$ cat src/rtl/reg_write_arbiter.sv
`default_nettype none
// ============================================================================
// Module   : reg_write_arbiter
// Purpose  : Shares the write port of one DATA_W-bit datapath register among
//            NUM_REQ requesters. Round-robin arbitration with a 4-phase
//            req/ack handshake per requester, plus a level-sensitive clear
//            request that takes priority over writes whenever the arbiter
//            is idle. Every output is a pure decode of registered state, so
//            there is no combinational path from any input to any output.
// Ports    :
//   clk        in   1               system clock, rising edge
//   clr        in   1               asynchronous active-low reset
//   req        in   NUM_REQ         write requests, level, one per requester
//   req_data   in   NUM_REQ*DATA_W  write data, requester i at [i*DATA_W +: DATA_W]
//   clr_req    in   1               request to clear the shared register, level
//   gnt        out  NUM_REQ         one-hot grant, high while writing
//   ack        out  NUM_REQ         one-hot ack, high until the winner drops req
//   clr_done   out  1               one-cycle pulse after the clear was issued
//   reg_d      out  DATA_W          data to the shared register input
//   reg_wr_en  out  1               shared register write enable
//   reg_clr    out  1               shared register clear, active-high, 1 cycle
//   busy       out  1               arbiter not idle
// Revision : 1.0 - initial release
// ============================================================================
module reg_write_arbiter #(
  parameter int NUM_REQ = 4,
  parameter int DATA_W  = 32
) (
  input  logic                      clk,
  input  logic                      clr,
  input  logic [NUM_REQ-1:0]        req,
  input  logic [NUM_REQ*DATA_W-1:0] req_data,
  input  logic                      clr_req,
  output logic [NUM_REQ-1:0]        gnt,
  output logic [NUM_REQ-1:0]        ack,
  output logic                      clr_done,
  output logic [DATA_W-1:0]         reg_d,
  output logic                      reg_wr_en,
  output logic                      reg_clr,
  output logic                      busy
);

  // --------------------------------------------------------------------------
  // Constants
  // --------------------------------------------------------------------------
  localparam int PTR_W = (NUM_REQ > 1) ? $clog2(NUM_REQ) : 1;

  localparam logic [1:0] S_IDLE  = 2'd0;
  localparam logic [1:0] S_WRITE = 2'd1;
  localparam logic [1:0] S_ACK   = 2'd2;
  localparam logic [1:0] S_CLEAR = 2'd3;

  // Pointer resets to the last requester so that requester 0 is searched
  // first after reset.
  localparam logic [PTR_W-1:0] C_PTR_RST = PTR_W'(NUM_REQ - 1);

  // --------------------------------------------------------------------------
  // State and captured registers
  // --------------------------------------------------------------------------
  logic [1:0]        state_q,    state_d;
  logic [PTR_W-1:0]  ptr_q,      ptr_d;      // last winner, also current owner
  logic [DATA_W-1:0] data_q,     data_d;     // value presented on reg_d
  logic              clr_done_q, clr_done_d;

  // --------------------------------------------------------------------------
  // Unpack the flat request data bus into one word per requester
  // --------------------------------------------------------------------------
  logic [DATA_W-1:0] req_word [NUM_REQ];

  for (genvar gi = 0; gi < NUM_REQ; gi++) begin : g_unpack
    assign req_word[gi] = req_data[gi*DATA_W +: DATA_W];
  end

  // --------------------------------------------------------------------------
  // Round-robin winner search: first set request at ptr+1, ptr+2, ...
  // wrapping modulo NUM_REQ. The current pointer itself is examined last,
  // so a requester cannot win twice in a row while others are waiting.
  // --------------------------------------------------------------------------
  logic             any_req;
  logic [PTR_W-1:0] pick;

  always_comb begin
    int               idx;
    logic [PTR_W-1:0] idx_p;
    logic             found;
    any_req = |req;
    pick    = ptr_q;
    found   = 1'b0;
    idx     = 0;
    idx_p   = '0;
    for (int k = 1; k <= NUM_REQ; k++) begin
      idx   = (int'(ptr_q) + k) % NUM_REQ;
      idx_p = PTR_W'(idx);
      if (!found && req[idx_p]) begin
        found = 1'b1;
        pick  = idx_p;
      end
    end
  end

  // --------------------------------------------------------------------------
  // State register
  // --------------------------------------------------------------------------
  always_ff @(posedge clk or negedge clr) begin
    if (!clr) begin
      state_q    <= S_IDLE;
      ptr_q      <= C_PTR_RST;
      data_q     <= '0;
      clr_done_q <= 1'b0;
    end else begin
      state_q    <= state_d;
      ptr_q      <= ptr_d;
      data_q     <= data_d;
      clr_done_q <= clr_done_d;
    end
  end

  // --------------------------------------------------------------------------
  // Next-state logic
  // --------------------------------------------------------------------------
  always_comb begin
    state_d    = state_q;
    ptr_d      = ptr_q;
    data_d     = data_q;
    // clr_done follows the single CLEAR cycle by exactly one cycle.
    clr_done_d = (state_q == S_CLEAR);

    unique case (state_q)
      S_IDLE: begin
        // Clear wins over any pending write; the pointer is left alone so
        // fairness is unaffected by clears.
        if (clr_req) begin
          state_d = S_CLEAR;
        end else if (any_req) begin
          state_d = S_WRITE;
          ptr_d   = pick;
          data_d  = req_word[pick];
        end
      end

      // Single write cycle; the register loads on the edge leaving WRITE.
      S_WRITE: state_d = S_ACK;

      // Hold the ack until the owner withdraws its request. Other requests
      // and clr_req are not looked at until the arbiter is idle again.
      S_ACK: begin
        if (!req[ptr_q]) begin
          state_d = S_IDLE;
        end
      end

      S_CLEAR: state_d = S_IDLE;

      default: state_d = S_IDLE;
    endcase
  end

  // --------------------------------------------------------------------------
  // Output decode (Moore: state and captured registers only)
  // --------------------------------------------------------------------------
  always_comb begin
    gnt       = '0;
    ack       = '0;
    reg_wr_en = 1'b0;
    reg_clr   = 1'b0;
    busy      = (state_q != S_IDLE);
    reg_d     = data_q;
    clr_done  = clr_done_q;

    unique case (state_q)
      S_WRITE: begin
        gnt[ptr_q] = 1'b1;
        reg_wr_en  = 1'b1;
      end
      S_ACK: begin
        ack[ptr_q] = 1'b1;
      end
      S_CLEAR: begin
        reg_clr = 1'b1;
      end
      default: begin
      end
    endcase
  end

endmodule
`default_nettype wire

$ cat config.mk
export PLATFORM = sky130hd
export DESIGN_NAME = reg_write_arbiter
export DESIGN_NICKNAME = d
export VERILOG_FILES = /design/src/rtl/reg_write_arbiter.sv
export SDC_FILE = /design/constraint.sdc
export NUM_CORES = 1
export LEC_CHECK = 0
export ABC_CLOCK_PERIOD_IN_PS = 2900
export CAP_MARGIN = 0
export CORE_ASPECT_RATIO = 1.75
export CORE_UTILIZATION = 39
export DETAILED_ROUTE_END_ITERATION = 10
export PLACE_DENSITY = 0.79
export SLEW_MARGIN = 20
export SYNTH_ARGS = -nofsm -noshare
export SYNTH_HDL_FRONTEND = slang
export SYNTH_SLANG_ARGS = --single-unit
$ cat constraint.sdc
create_clock -name clk -period 2.9 [get_ports clk]
set_input_delay 0.58 -clock clk [delete_from_list [all_inputs] [get_ports clk]]
set_output_delay 0.58 -clock clk [all_outputs]
set_load 0.05 [all_outputs]
==> impl_metrics.py <==
metrics = {
    "clock_tree": {
        "numCtsBuffers": 5,
        "ctsHoldBuffers": 0,
        "clkTransAtPathRegs_ns": 0.05,
        "cts.sinks": 37,
        "cts_max_level": 2,
        "clk_latency_ns": 0.28,
        "post_cts_buffers": 0,
        "root_buffer": "clkbuf_16",
        "clockBufferDepth": 2,
        "cts_tree": "yes",
        "cts-resized-gates": 0,
    },
    "sta": {
        "finalWorstSetupSlack_ns": 0.120,
        "hold_violations": 0,
        "holdWs_ns": 0.407,
        "fmax_mhz": 360,
        "fin_crit_sh": 0.958,
        "finalCriticalPeriod_ns": 2.78,
        "worst_slew_pin_slew_ns": 0.878,
        "maxSlewHeadroom": 0.415,
        "drv_slew": 0,
        "finalSetupViolCount": 0,
        "rsz0062_at_grt": "no",
        "finClkSkew_ns": 0.00334,
    },
    "global_route": {
        "grt_pass1_wl_mm": 22.4,
        "grt_overflow_total": 0,
        "grt_max_degree": 53,
        "antenna_found_initial": 0,
        "first_global_vias": 4665,
        "grt_usage": 0.271,
    },
    "floorplan": {
        "io_pins": 179,
        "initial_core_util": 0.407,
        "die_width_um": 77.6,
        "die_y_um": 134,
        "die-area_sq_mm": 0.0104,
        "rows": 47,
        "coreArea_sq_mm": 0.00959,
    },
    "routing": {
        "firstDrtPassIters": 5,
        "wirelength_mm": 14.1,
        "final_antenna_net_count": 0,
        "vias_per_cell": 6.17,
        "drc": 0,
        "via_count": 4476,
        "wl_per_cell_um": 19.4,
        "drtIter0Drc": 338,
    },
    "synth": {
        "syn_area_sq_mm": 0.00390,
        "synth_nets": 575,
        "yosysWarnings": 0,
        "synth_seq_cells": 37,
        "yosys-top-cells-area": "dfrtp_1 (22%), a221o_1 (15%), mux2_2 (9.2%)",
        "yosysTopAreaCell": "dfrtp_1",
        "synth_top_area_share": 0.225,
        "synth_seq_area_share": 0.238,
        "synth_edf_count": 0,
        "avgSynthCellArea_sq_um": 8.94,
        "ys_async_sr_fraction": 1.00,
        "synthFlopType": "dfrtp_1",
        "netlist_instances": 436,
        "synth_cell_type_count": 48,
        "synth_common_cells": "a221o_1 (60), nor2_1 (45), nand2_1 (38)",
        "synth.most_common_cell": "a221o_1",
    },
    "cells_and_area": {
        "diodes": 0,
        "post-route-util": 0.628,
        "fillers": 845,
        "area_growth_pct": 54.5,
        "nets": 741,
        "drive_above_1_share": 0.153,
        "fin_cells": 725,
    },
    "worst_setup_path": {
        "r2r_cells": 9,
        "worstPathRequired_ns": 3.06,
        "r2r-start": "ptr_q[1]",
        "startpoint_type": "flip-flop",
        "r2r_setup_slack_ns": 0.12,
        "cp_data_arrival_time_ns": 2.94,
        "path_max_fanout": 28,
        "crit_type": "reg2reg",
        "end_kind": "flip-flop",
        "reg2reg_to": "reg_d[19]",
    },
    "placed_design": {
        "dp_cells": 717,
        "place.gp.congestion": 0.873,
        "dp_hpwl_mm": 10.4,
        "portBuffers": 178,
        "post-place-ws_ns": -0.0556,
    },
    "flow_run": {
        "cap_violations": 0,
    },
    "pwr": {
        "power_leakage_nw": 2.40,
        "irDropWorstVdd_v": 0.000794,
        "power.density_mw_per_mm2": 1010,
    },
    "status": {
        "outcome": "finished, final reports clean",
    },
    "worst_hold_path": {
        "hold_class": "in2async",
    },
}
[kinds of logic (layout without fill, tap and decap cells)]
family          count (synthesis)  count (layout)  synth area share
flops                          37              37             0.238
compound gates                153             153             0.331
buf+inv                        55             222            0.0834
simple gates                  117             117             0.137
mux                            70              70             0.198
fa+ha+maj                       4               4            0.0128
[power by group]
group / switching (mW) / internal [mW] / leakage (nW)
Combinational: 2.74 / 1.93 / 1.88
Clock: 0.207 / 0.320 / 0.0652
Sequential: 0.139 / 0.762 / 0.460
[routing by layer]
metal | wire, um | GRT usage
met5 | 0 | 0
met4 | 880 | 0.190
met1 | 5000 | 0.277
met2 | 7450 | 0.500
met3 | 764 | 0.0354
[sequential cells by signal, indices dropped and copies added (netlist names)]
signal	cells
ptr_q	2
clr_done	1
state_q	2
reg_d	32
[worst max-delay path, cell delays in order, from the launching register on]
cell and delay [ns]:
dfstp_2 0.52, inv_1 0.09, ha_1 0.38, mux2i_1 0.21
a21oi_4 0.27, buf_12 0.24, mux2i_1 0.22, nor2_1 0.06
a221o_1 0.31, a221o_1 0.34
[worst max path at each step]
stage | cells past startpoint | endpoint | startpoint
6_report | 9 | reg_d[19] | ptr_q[1]
5_1_grt | 9 | reg_d[21] | ptr_q[1]
4_1_cts | 9 | reg_d[19] | ptr_q[1]
3_5_place_dp | 8 | reg_d[19] | req[2]
3_3_place_gp | 9 | reg_d[9] | req[0]
2_1_floorplan | 11 | reg_d[10] | ptr_q[0]
[layout by cell type, fill, tap and decap left out, types with 3 or more instances in the layout]
cell,instances
nor2b_1,4
a22oi_1,31
buf_4,26
ha_1,4
a221o_1,60
clkdlybuf4s50_1,169
inv_1,7
buf_12,11
and2_1,9
o21ai_0,5
nor2_1,45
clkbuf_1,3
clkbuf_16,5
nand2_1,37
nor3_1,6
or2_2,3
dfrtp_1,35
a211oi_1,30
mux2_2,32
mux2i_1,35
o211ai_1,5
[cell type report]
class | instances | area [sq um] | share of cell area
multi-input cells | 344 | 2670 | 0.443
repair buffers | 207 | 2110 | 0.351
flip-flops and latches | 37 | 928 | 0.154
well taps | 122 | 153 | 0.0253
clock buffers | 8 | 136 | 0.0226
inverters | 7 | 26.3 | 0.00436
[stage by stage]
| step | TNS [ns] | area [sq um] | power, mW |
|---|---|---|---|
| after floorplan | 0 | 3900 | 4.11 |
| after global placement | 0 | 5890 | 5.43 |
| after detailed placement | -0.273 | 5890 | 5.55 |
| after CTS | 0 | 6020 | 6.09 |
| after global routing | 0 | 6020 | 6.43 |
| final | 0 | 6020 | 6.09 |
No activity file was read; power rests on OpenSTA's default activity.
